===== config.mk =====
export PLATFORM = sky130hd
export DESIGN_NAME = spi_slave_if_flat
export DESIGN_NICKNAME = d
export VERILOG_FILES = /design/src/rtl/spi_slave_if_if.sv /design/src/rtl/spi_slave_if.sv /design/src/flat_wrapper.sv
export SDC_FILE = /design/constraint.sdc
export NUM_CORES = 1
export LEC_CHECK = 0
export CAP_MARGIN = 0
export CORE_MARGIN = 5
export CORE_UTILIZATION = 45
export CTS_BUF_LIST = sky130_fd_sc_hd__clkbuf_4 sky130_fd_sc_hd__clkbuf_8
export DETAILED_ROUTE_END_ITERATION = 8
export GPL_ROUTABILITY_DRIVEN = 1
export PLACE_DENSITY = 0.7
export SYNTH_ARGS = -nofsm -noshare
export SYNTH_HDL_FRONTEND = slang
export SYNTH_SLANG_ARGS = --single-unit

===== constraint.sdc =====
create_clock -name clk -period 1.5 [get_ports clk]
set_clock_uncertainty 0.2 [all_clocks]
set_input_delay 0.3 -clock clk [delete_from_list [all_inputs] [get_ports clk]]
set_output_delay 0.3 -clock clk [all_outputs]
set_load 0.02 [all_outputs]

===== src/rtl/spi_slave_if_if.sv =====
// Bus bundle between the SPI master/RAM side and the SPI slave front end.
// The "master" modport is the SPI master plus the RAM feeding tx_data/tx_valid back.
interface spi_slave_if_if #(
  parameter int DATA_WIDTH = 8
);
  logic                  ss_n;
  logic                  mosi;
  logic                  miso;
  logic [DATA_WIDTH-1:0] tx_data;
  logic                  tx_valid;
  logic [DATA_WIDTH+1:0] rx_data;
  logic                  rx_valid;

  modport master (
    output ss_n, mosi, tx_data, tx_valid,
    input  miso, rx_data, rx_valid
  );

  modport slave (
    input  ss_n, mosi, tx_data, tx_valid,
    output miso, rx_data, rx_valid
  );
endinterface


===== src/rtl/spi_slave_if.sv =====
// SPI slave front end: deserialises MOSI into command/data words and serialises RAM read data on MISO.
// Optional macro SPI_SLAVE_LSB_FIRST_EN: MISO shifts tx_data[0] first instead of the MSB.
module spi_slave_if #(
  parameter int DATA_WIDTH = 8
) (
  input logic           clk,
  input logic           rst,
  spi_slave_if_if.slave bus
);

  localparam int RX_W  = DATA_WIDTH + 2;
  localparam int TXC_W = $clog2(DATA_WIDTH + 1);

  typedef enum logic [2:0] {
    IDLE      = 3'd0,
    CHK_CMD   = 3'd1,
    WRITE     = 3'd2,
    READ_ADD  = 3'd3,
    READ_DATA = 3'd4
  } state_t;

  state_t r_state;
  state_t w_next_state;

  logic [RX_W-2:0]       r_rx_shift;
  logic [3:0]            r_bit_cnt;
  logic                  r_word_done;
  logic                  r_rd_addr_seen;
  logic [RX_W-1:0]       r_rx_data;
  logic                  r_rx_valid;
  logic                  r_tx_busy;
  logic                  r_tx_done;
  logic [TXC_W-1:0]      r_tx_cnt;
  logic [DATA_WIDTH-1:0] r_tx_shift;
  logic                  r_miso;

  logic                  w_tx_load;
  logic                  w_tx_first;
  logic [DATA_WIDTH-1:0] w_tx_load_shift;
  logic                  w_tx_next;
  logic [DATA_WIDTH-1:0] w_tx_shifted;

`ifdef SPI_SLAVE_LSB_FIRST_EN
  assign w_tx_first      = bus.tx_data[0];
  assign w_tx_load_shift = bus.tx_data >> 1;
  assign w_tx_next       = r_tx_shift[0];
  assign w_tx_shifted    = r_tx_shift >> 1;
`else
  assign w_tx_first      = bus.tx_data[DATA_WIDTH-1];
  assign w_tx_load_shift = bus.tx_data << 1;
  assign w_tx_next       = r_tx_shift[DATA_WIDTH-1];
  assign w_tx_shifted    = r_tx_shift << 1;
`endif

  // tx_valid is only honoured once the read-data word is in and before a transfer has run
  assign w_tx_load = (r_state == READ_DATA) && r_word_done && !r_tx_busy && !r_tx_done
                     && bus.tx_valid;

  always_comb begin
    // NOTE: default first so every path assigns w_next_state and no latch is inferred.
    w_next_state = r_state;
    if (bus.ss_n) begin
      w_next_state = IDLE;
    end else begin
      case (r_state)
        IDLE:    w_next_state = CHK_CMD;
        CHK_CMD: begin
          if (!bus.mosi)          w_next_state = WRITE;
          else if (r_rd_addr_seen) w_next_state = READ_DATA;
          else                     w_next_state = READ_ADD;
        end
        default: w_next_state = r_state;
      endcase
    end
  end

  always_ff @(posedge clk) begin
    // NOTE: sequential state uses non-blocking assignments so every register samples pre-edge values.
    if (rst) r_state <= IDLE;
    else     r_state <= w_next_state;
  end

  always_ff @(posedge clk) begin
    if (rst) begin
      r_rx_shift     <= '0;
      r_bit_cnt      <= '0;
      r_word_done    <= 1'b0;
      r_rd_addr_seen <= 1'b0;
      r_rx_data      <= '0;
      r_rx_valid     <= 1'b0;
      r_tx_busy      <= 1'b0;
      r_tx_done      <= 1'b0;
      r_tx_cnt       <= '0;
      r_tx_shift     <= '0;
      r_miso         <= 1'b0;
    end else begin
      r_rx_valid <= 1'b0;
      if (bus.ss_n) begin
        r_bit_cnt   <= '0;
        r_word_done <= 1'b0;
        r_tx_busy   <= 1'b0;
        r_tx_done   <= 1'b0;
        r_miso      <= 1'b0;
      end else begin
        case (r_state)
          IDLE: r_bit_cnt <= '0;
          CHK_CMD: begin
            r_rx_shift <= {r_rx_shift[RX_W-3:0], bus.mosi};
            r_bit_cnt  <= 4'd1;
          end
          default: begin
            if (!r_word_done) begin
              r_rx_shift <= {r_rx_shift[RX_W-3:0], bus.mosi};
              r_bit_cnt  <= r_bit_cnt + 4'd1;
              if (r_bit_cnt == 4'd9) begin
                r_rx_data   <= {r_rx_shift, bus.mosi};
                r_rx_valid  <= 1'b1;
                r_word_done <= 1'b1;
                if (r_state == READ_ADD) r_rd_addr_seen <= 1'b1;
              end
            end
          end
        endcase

        if (w_tx_load) begin
          r_miso     <= w_tx_first;
          r_tx_shift <= w_tx_load_shift;
          r_tx_cnt   <= TXC_W'(DATA_WIDTH - 1);
          if (DATA_WIDTH == 1) begin
            r_tx_done      <= 1'b1;
            r_rd_addr_seen <= 1'b0;
          end else begin
            r_tx_busy <= 1'b1;
          end
        end else if (r_tx_busy) begin
          r_miso     <= w_tx_next;
          r_tx_shift <= w_tx_shifted;
          r_tx_cnt   <= r_tx_cnt - TXC_W'(1);
          // the flag clears as the last bit goes out, so an ss_n rise right after keeps it clear
          if (r_tx_cnt == TXC_W'(1)) begin
            r_tx_busy      <= 1'b0;
            r_tx_done      <= 1'b1;
            r_rd_addr_seen <= 1'b0;
          end
        end else begin
          r_miso <= 1'b0;
        end
      end
    end
  end

  assign bus.miso     = r_miso;
  assign bus.rx_data  = r_rx_data;
  assign bus.rx_valid = r_rx_valid;

endmodule


===== src/flat_wrapper.sv =====
// flat-port wrapper written by rule: the top's interface ports become plain ports
module spi_slave_if_flat 
#(
  parameter int DATA_WIDTH = 8
)
  (clk, rst, bus_ss_n, bus_mosi, bus_tx_data, bus_tx_valid, bus_miso, bus_rx_data, bus_rx_valid);
  spi_slave_if_if #(.DATA_WIDTH(DATA_WIDTH)) bus_i ();
  input logic clk;
  input logic rst;
  input wire logic [$bits(bus_i.ss_n)-1:0] bus_ss_n;
  input wire logic [$bits(bus_i.mosi)-1:0] bus_mosi;
  input wire logic [$bits(bus_i.tx_data)-1:0] bus_tx_data;
  input wire logic [$bits(bus_i.tx_valid)-1:0] bus_tx_valid;
  output wire logic [$bits(bus_i.miso)-1:0] bus_miso;
  output wire logic [$bits(bus_i.rx_data)-1:0] bus_rx_data;
  output wire logic [$bits(bus_i.rx_valid)-1:0] bus_rx_valid;
  assign bus_i.ss_n = bus_ss_n;
  assign bus_i.mosi = bus_mosi;
  assign bus_i.tx_data = bus_tx_data;
  assign bus_i.tx_valid = bus_tx_valid;
  assign bus_miso = bus_i.miso;
  assign bus_rx_data = bus_i.rx_data;
  assign bus_rx_valid = bus_i.rx_valid;
  spi_slave_if #(.DATA_WIDTH(DATA_WIDTH)) u_core (.clk(clk), .rst(rst), .bus(bus_i));
endmodule

==> metrics.yaml, run 1 <==
sta:
  tightestPinTransition_ns: 0.4693
  final-setup-viol-count: 1
  rsz0062_at_grt: "true"
  finalCriticalPeriod_ns: 1.512
  finalHoldViolCount: 0
  period_share: 1.008
  fin_setup_tns_ns: -0.01199
  fmax_ghz: 0.6614
  relSlewSlack: 0.6838
  final.setup.worst_slack_ns: -0.01199
  final_max_slew_viol_count: 0
layout:
  multiInputGateArea_um2: 948.4
  diodes: 0
  seq_area_um2: 867.1
  drive_gt1_frac: 0.2522
  fin_area_mm2: 0.002492
  fin_cells: 280
  layout.nets: 246
  syn2layout_area_growth_pct: 36.34
  fillers: 329
floorplan:
  ioPinCount: 25
  core_area_mm2: 0.003971
  fp.dieH_um: 73.74
  num_rows: 23
  die-area_mm2: 0.005437
  start_util: 0.4603
  fp.dieW_um: 73.74
synthesis:
  async_flop_share: 0
  synth_edf_count: 0
  yosys_warnings: 0
  ys_seq_area_frac: 0.4709
  syn_area_mm2: 0.001828
  synth.distinct_cells: 38
  synth_ff_type: "dfxtp_1"
  syn_inst: 184
  synth_nets: 201
  ys_ff_latch: 43
  synth_area_per_cell_um2: 9.935
min_path:
  holdCritPathClass: "reg -> reg"
clock_tree:
  cts_tree: "yes"
  cts_sinks: 43
  path_clk_slew_ns: 0.08
  cts_buffer_depth: 2
  ctsHtreeMaxLevel: 2
  cts-buffers-inserted: 5
  ctsRootBufferMaster: "clkbuf_8"
  worstSkewPairLatency_ns: 0.29
grt:
  antenna_found_initial: 0
  grtUsageTotal: 0.1617
  grt_pass1_wl_um: 6741
  grt-ovfl-total: 0
  grt_pass1_vias: 1504
  grt_max_degree: 18
detailed_routing:
  via_count: 1502
  wl_met3_um: 168
  wl_um: 4095
  drt-met1-wl_um: 1825
  wl_met2_um: 2016
  viasPerCell: 5.364
  drc: 0
  wire_per_inst_um: 14.63
  ant_nets: 0
  top_layer: "met4"
  initialDrtViolationCount: 119
  dr.pass1.iters: 4
outcome:
  violations: "negative setup slack"
  status: "complete, but fails checks"
placed_design:
  placed_area_mm2: 0.002272
  dp_hpwl_um: 2860
  place_ws_ns: -0.4961
  gp_congestion: 0.8513
  port_buffers: 24
  dp_cells: 269
critical_path:
  criticalPathCategory: "reg -> reg"
  max_stage_delay_ns: 0.42
  critPathBufInv: 1
  critPathMaxFanout: 9
  endpoint_kind: "register"
  crit_required_ns: 1.52
  cp_cell_sequence: "or3b_4 > a21oi_4 > buf_12 > mux2i_1"
  crit_arrival_ns: 1.53
  start_kind: "register"
  cp_slowest_cell: "or3b_4"
  cpLargestDelayFamily: "simple AND/OR/NAND/NOR gates"
power_and_ir_drop:
  finalPower_uw: 2236
  powerDensity_mw_per_mm2: 897.2
  p_leak_uw: 0.0009384
  ir_drop_mv: 0.5519
job:
  maxCapViolCount: 0
[state kept, by name (all words and copies together) (netlist names), 3 cells and up]
signal              count
u_core.r_bit_cnt        4
u_core.r_rx_shift       9
u_core.bus.rx_data     10
u_core.r_tx_shift       7
u_core.r_state          3
u_core.r_tx_cnt         4
[worst register-to-register path, stage by stage, from the launching register on]
cell and delay, ns:
dfxtp_2 0.33, or3b_4 0.42, a21oi_4 0.16, buf_12 0.15, mux2i_1 0.19
[worst paths after layout]
| check | endpoint | start | depth (start not counted) | slack [ns] |
|---|---|---|---|---|
| worst max register to register | u_core.r_rx_shift[6] | u_core.r_state[2] | 4 | -0.01 |
| worst min-delay path | u_core.bus.rx_data[7] | u_core.bus.rx_data[7] | 2 | 0.26 |
| worst min register to register | u_core.bus.rx_data[7] | u_core.bus.rx_data[7] | 2 | 0.26 |
| worst max-delay path | u_core.r_rx_shift[6] | u_core.r_state[2] | 4 | -0.01 |
[cell type report]
class                           instances  area share
Tap cell                               50     0.02510
Multi-Input combinational cell        124      0.3805
Sequential cell                        43      0.3479
Inverter                                8     0.01205
Clock buffer                            6     0.03313
Timing Repair Buffer                   47      0.1872
Clock inverter                          2     0.01406
[repair_timing]
action | 4_1_cts | 5_1_grt
gates cloned | 2 | 0
endpoints found under the setup margin | 43 | 30
setup buffers | 1 | 0
pin swaps | 0 | 2
hold buffers | 0 | 0
resized for setup | 30 | 15
[per-layer routing]
metal | global-route usage | vias up
li1 | - | 732
met1 | 0.1941 | 725
met2 | 0.2638 | 36
met3 | 0.04514 | 9
met4 | 0.07847 | 0
met5 | 0 | -
[cell usage after synthesis, drive strengths merged (2+ instances only)]
| master | number | area [um^2] |
|---|---|---|
| xnor2 | 2 | 17.52 |
| o221a | 6 | 67.56 |
| a21oi | 10 | 53.80 |
| mux2i | 20 | 200.2 |
| nor2b | 2 | 12.51 |
| inv | 8 | 30.03 |
| nand4b | 3 | 26.28 |
| ha | 4 | 50.05 |
| nor3 | 4 | 20.02 |
| nand2 | 24 | 90.09 |
| a31oi | 2 | 12.51 |
| o21a | 9 | 67.56 |
| dfxtp | 43 | 860.8 |
| o32ai | 2 | 32.53 |
| buf | 9 | 67.55 |
| nor2 | 16 | 60.06 |
| o21ai | 4 | 20.02 |
| nor4bb | 2 | 20.02 |
[through the flow]
| step | utilization | hold slack (ns) |
|---|---|---|
| after floorplan | - | 0.2321 |
| after global placement | 0.5721 | 0.2455 |
| after detailed placement | 0.5721 | 0.2452 |
| after CTS | 0.6257 | 0.2612 |
| after global routing | 0.6276 | 0.2716 |
| final | 0.6276 | 0.2560 |
[logic make-up (layout without fill, tap and decap cells)]
logic type      Yosys count  in the layout  share of synthesized area
buf+inv                  18             63                    0.05543
simple gates             60             60                     0.1691
compound gates           36             37                     0.1533
fa+ha+maj                 4              4                    0.02738
flops                    43             43                     0.4709
mux                      20             20                     0.1095
xor+xnor                  3              3                    0.01438
[layout by cell type, fill, tap and decap left out, types with 4 or more instances in the layout]
cell              n
a21oi_1           9
buf_12            4
buf_4            17
clkbuf_8          6
clkdlybuf4s15_1   6
clkdlybuf4s50_1  11
dfxtp_1          38
dfxtp_2           5
dlygate4sd2_1     4
inv_1             6
mux2i_1          20
nand2_1          24
nor2_1           15
o21a_1            9
o21ai_0           4
o221a_1           5
[report_power, final]
group / internal, uW / leakage [uW] / switching (uW) / total [uW]
logic: 87.7 / 0.000528 / 70.0 / 158
clock network: 539 / 0.0000612 / 390 / 929
registers: 1150 / 0.000349 / 3.53 / 1150
total: 1770 / 0.000938 / 464 / 2240
Power figures use the tool's default switching activity.
==> inputs of run 2 (changes only) <==
--- a/config.mk
+++ b/config.mk
@@ -5,13 +5,16 @@
 export SDC_FILE = /design/constraint.sdc
 export NUM_CORES = 1
 export LEC_CHECK = 0
-export CAP_MARGIN = 0
+export CAP_MARGIN = 15
+export CELL_PAD_IN_SITES_DETAIL_PLACEMENT = 1
+export CELL_PAD_IN_SITES_GLOBAL_PLACEMENT = 2
 export CORE_MARGIN = 5
-export CORE_UTILIZATION = 45
+export CORE_UTILIZATION = 32
 export CTS_BUF_LIST = sky130_fd_sc_hd__clkbuf_4 sky130_fd_sc_hd__clkbuf_8
 export DETAILED_ROUTE_END_ITERATION = 8
 export GPL_ROUTABILITY_DRIVEN = 1
-export PLACE_DENSITY = 0.7
+export PLACE_DENSITY_LB_ADDON = 0.1
+export SETUP_SLACK_MARGIN = 0.15
 export SYNTH_ARGS = -nofsm -noshare
 export SYNTH_HDL_FRONTEND = slang
 export SYNTH_SLANG_ARGS = --single-unit
==> run 2 against run 1 <==
The run still ends with negative setup slack left; die area rose by 35%; power up 1.3%; via count is 0.13% higher; worst hold slack better by 0.0052 ns; sequential share of layout area fell by 1.5 points; first-iteration DRC count decreased by 61%; critical path depth rose by 2; register-to-register slack got worse by 0.07 ns.
==> metrics.yaml, run 2 (same netlist as run 1, synthesis figures left out) <==
clock_tree:
  cts_tree: "yes"  # unchanged
  cts_sinks: 43  # unchanged
  worstSkewPairLatency_ns: 0.30  # was 0.29 ns
  ctsRootBufferMaster: "clkbuf_8"  # unchanged
  path_clk_slew_ns: 0.09  # was 0.08 ns
  ctsHtreeMaxLevel: 2  # unchanged
  cts_buffer_depth: 2  # unchanged
  cts-buffers-inserted: 5  # unchanged
detailed_routing:
  viasPerCell: 4.867  # was 5.364
  initialDrtViolationCount: 47  # was 119
  dr.pass1.iters: 4  # unchanged
  wl_um: 4748  # was 4095 um
  via_count: 1504  # was 1502
  ant_nets: 0  # unchanged
  wire_per_inst_um: 15.37  # was 14.63 um
  drc: 0  # unchanged
floorplan:
  num_rows: 27  # was 23
  ioPinCount: 25  # unchanged
  fp.dieH_um: 85.58  # was 73.74 um
  die-area_mm2: 0.007324  # was 0.005437 mm^2
  start_util: 0.3299  # was 0.4603
  core_area_mm2: 0.005540  # was 0.003971 mm^2
  fp.dieW_um: 85.58  # was 73.74 um
sta:
  finalCriticalPeriod_ns: 1.579  # was 1.512 ns
  relSlewSlack: 0.7874  # was 0.6838
  finalHoldViolCount: 0  # unchanged
  final-setup-viol-count: 19  # was 1
  tightestPinTransition_ns: 0.3168  # was 0.4693 ns
  period_share: 1.053  # was 1.008
  fmax_ghz: 0.6331  # was 0.6614 GHz
  fin_setup_tns_ns: -0.6450  # was -0.01199 ns
  final.setup.worst_slack_ns: -0.07949  # was -0.01199 ns
  final_max_slew_viol_count: 0  # unchanged
  rsz0062_at_grt: "true"  # unchanged
placed_design:
  place_ws_ns: -0.5230  # was -0.4961 ns
  dp_hpwl_um: 3177  # was 2860 um
  placed_area_mm2: 0.002312  # was 0.002272 mm^2
  dp_cells: 293  # was 269
  gp_congestion: 0.7381  # was 0.8513
  port_buffers: 24  # unchanged
grt:
  use_met1: 0.1721  # was 0.1941
  antenna_found_initial: 0  # unchanged
  grt_pass1_vias: 1676  # was 1504
  met2_usage: 0.2274  # was 0.2638
  grt_pass1_wl_um: 8066  # was 6741 um
  grt_max_degree: 29  # was 18
  top_usage_layer: "met2"  # unchanged
  grtUsageTotal: 0.1369  # was 0.1617
  grt-ovfl-total: 0  # unchanged
  use_met3: 0.03939  # was 0.04514
power_and_ir_drop:
  powerDensity_mw_per_mm2: 858.4  # was 897.2 mW/mm^2
  power.share.clock: 0.418  # was 0.415
  p_comb_frac: 0.076  # was 0.071
  ir_drop_mv: 0.4244  # was 0.5519 mV
  p_int_uw: 1774  # was 1773 uW
  p_switching_uw: 491.2  # was 463.6 uW
  switching_share: 0.2169  # was 0.2073
  p_leak_uw: 0.001004  # was 0.0009384 uW
  seqPwrFrac: 0.506  # was 0.514
outcome:
  violations: "negative setup slack"  # unchanged
  status: "complete, but fails checks"  # unchanged
critical_path:
  start_kind: "register"  # unchanged
  critPathMaxFanout: 5  # was 9
  crit_arrival_ns: 1.61  # was 1.53 ns
  cp_cell_sequence: "inv_2 > ha_4 > nand4bb_4 > nor3_4 > clkbuf_16 > mux2i_1"  # was or3b_4 > a21oi_4 > buf_12 > mux2i_1
  cp_slowest_cell: "dfxtp_2"  # was or3b_4
  criticalPathCategory: "reg -> reg"  # unchanged
  crit_required_ns: 1.53  # was 1.52 ns
  endpoint_kind: "register"  # unchanged
  max_stage_delay_ns: 0.33  # was 0.42 ns
job:
  maxCapViolCount: 0  # unchanged
layout:
  multiInputGateArea_mm2: 0.001036  # was 948.4 um^2
  fin_area_mm2: 0.002639  # was 0.002492 mm^2
  syn2layout_area_growth_pct: 44.35  # was 36.34%
  drive_gt1_frac: 0.3586  # was 0.2522
  final_common_cell: "dfxtp_1"  # unchanged
  layout.nets: 253  # was 246
  diodes: 0  # unchanged
  fin_cells: 309  # was 280
  largest_reg_flops: 10  # unchanged
  final_util: 0.4763  # was 0.6276
  seq_area_um2: 879.6  # was 867.1 um^2
  fillers: 612  # was 329
  final_cell_mix: "34 x dfxtp_1, 26 x buf_4, 24 x nand2_1"  # was 38 x dfxtp_1, 24 x nand2_1, 20 x mux2i_1
min_path:
  holdCritPathClass: "reg -> reg"  # unchanged
-- run 2: changes by cell type in the layout (fill, tap and decap cells not counted), sizes merged --
cell,previous run,this run
buf,23,41
clkbuf,9,7
clkdlybuf4s15,6,0
clkdlybuf4s50,11,9
dlygate4sd2,4,2
dlymetal6s2s,0,1
-- run 2: critical path, delay by kind of cell, from the launching register on --
kind	cells	cell delay [ns]
flops	1	0.33
mux	1	0.17
fa+ha+maj	1	0.14
simple gates	2	0.39
buf+inv	2	0.28
-- run 2: repair_timing --
| action | in CTS | in global routing |
|---|---|---|
| resized for setup | 83 | 15 |
| setup endpoints to repair | 55 | 42 |
| pin swaps | 18 | 1 |
| setup buffers | 3 | 3 |
| gates cloned | 1 | 1 |
| hold buffers | 0 | 0 |
-- run 2: final cells by class --
type	instances	share of cell area
clock inverters	2	0.01328
well taps	72	0.03414
flip-flops and latches	43	0.3333
clock buffers	6	0.03129
multi-input cells	124	0.3926
repair buffers	54	0.1830
inverters	8	0.01233
-- run 2: per-layer routing --
layer	share of wire	wire, um	vias to the layer above
met5	0	0	-
met4	0.011	53	0
met3	0.030	142	5
met2	0.50	2373	20
met1	0.46	2179	734
li1	-	-	745
-- run 2: worst paths after layout --
kind	startpoint	endpoint	slack, ns	cells past startpoint
max	u_core.r_bit_cnt[1]	u_core.bus.rx_data[1]	-0.08	6
min	u_core.bus.rx_data[3]	u_core.bus.rx_data[3]	0.26	2
max reg2reg	u_core.r_bit_cnt[1]	u_core.bus.rx_data[1]	-0.08	6
min reg2reg	u_core.bus.rx_data[3]	u_core.bus.rx_data[3]	0.26	2
-- run 2: through the flow --
stage	power, uW	hold slack (ns)
final	2265	0.2612
after global routing	2371	0.2919
after CTS	2292	0.2677
after detailed placement	1322	0.2464
after global placement	1319	0.2430
after floorplan	1247	0.2321
-- run 2: power groups by stage --
stage | sequential [uW] | clock [uW] | combinational [uW]
finish | 1150 | 947 | 173
global placement | 1180 | 0 | 143
global route | 1150 | 1040 | 188
floorplan | 1180 | 0 | 71.4
CTS | 1150 | 978 | 167
detailed placement | 1180 | 0 | 146
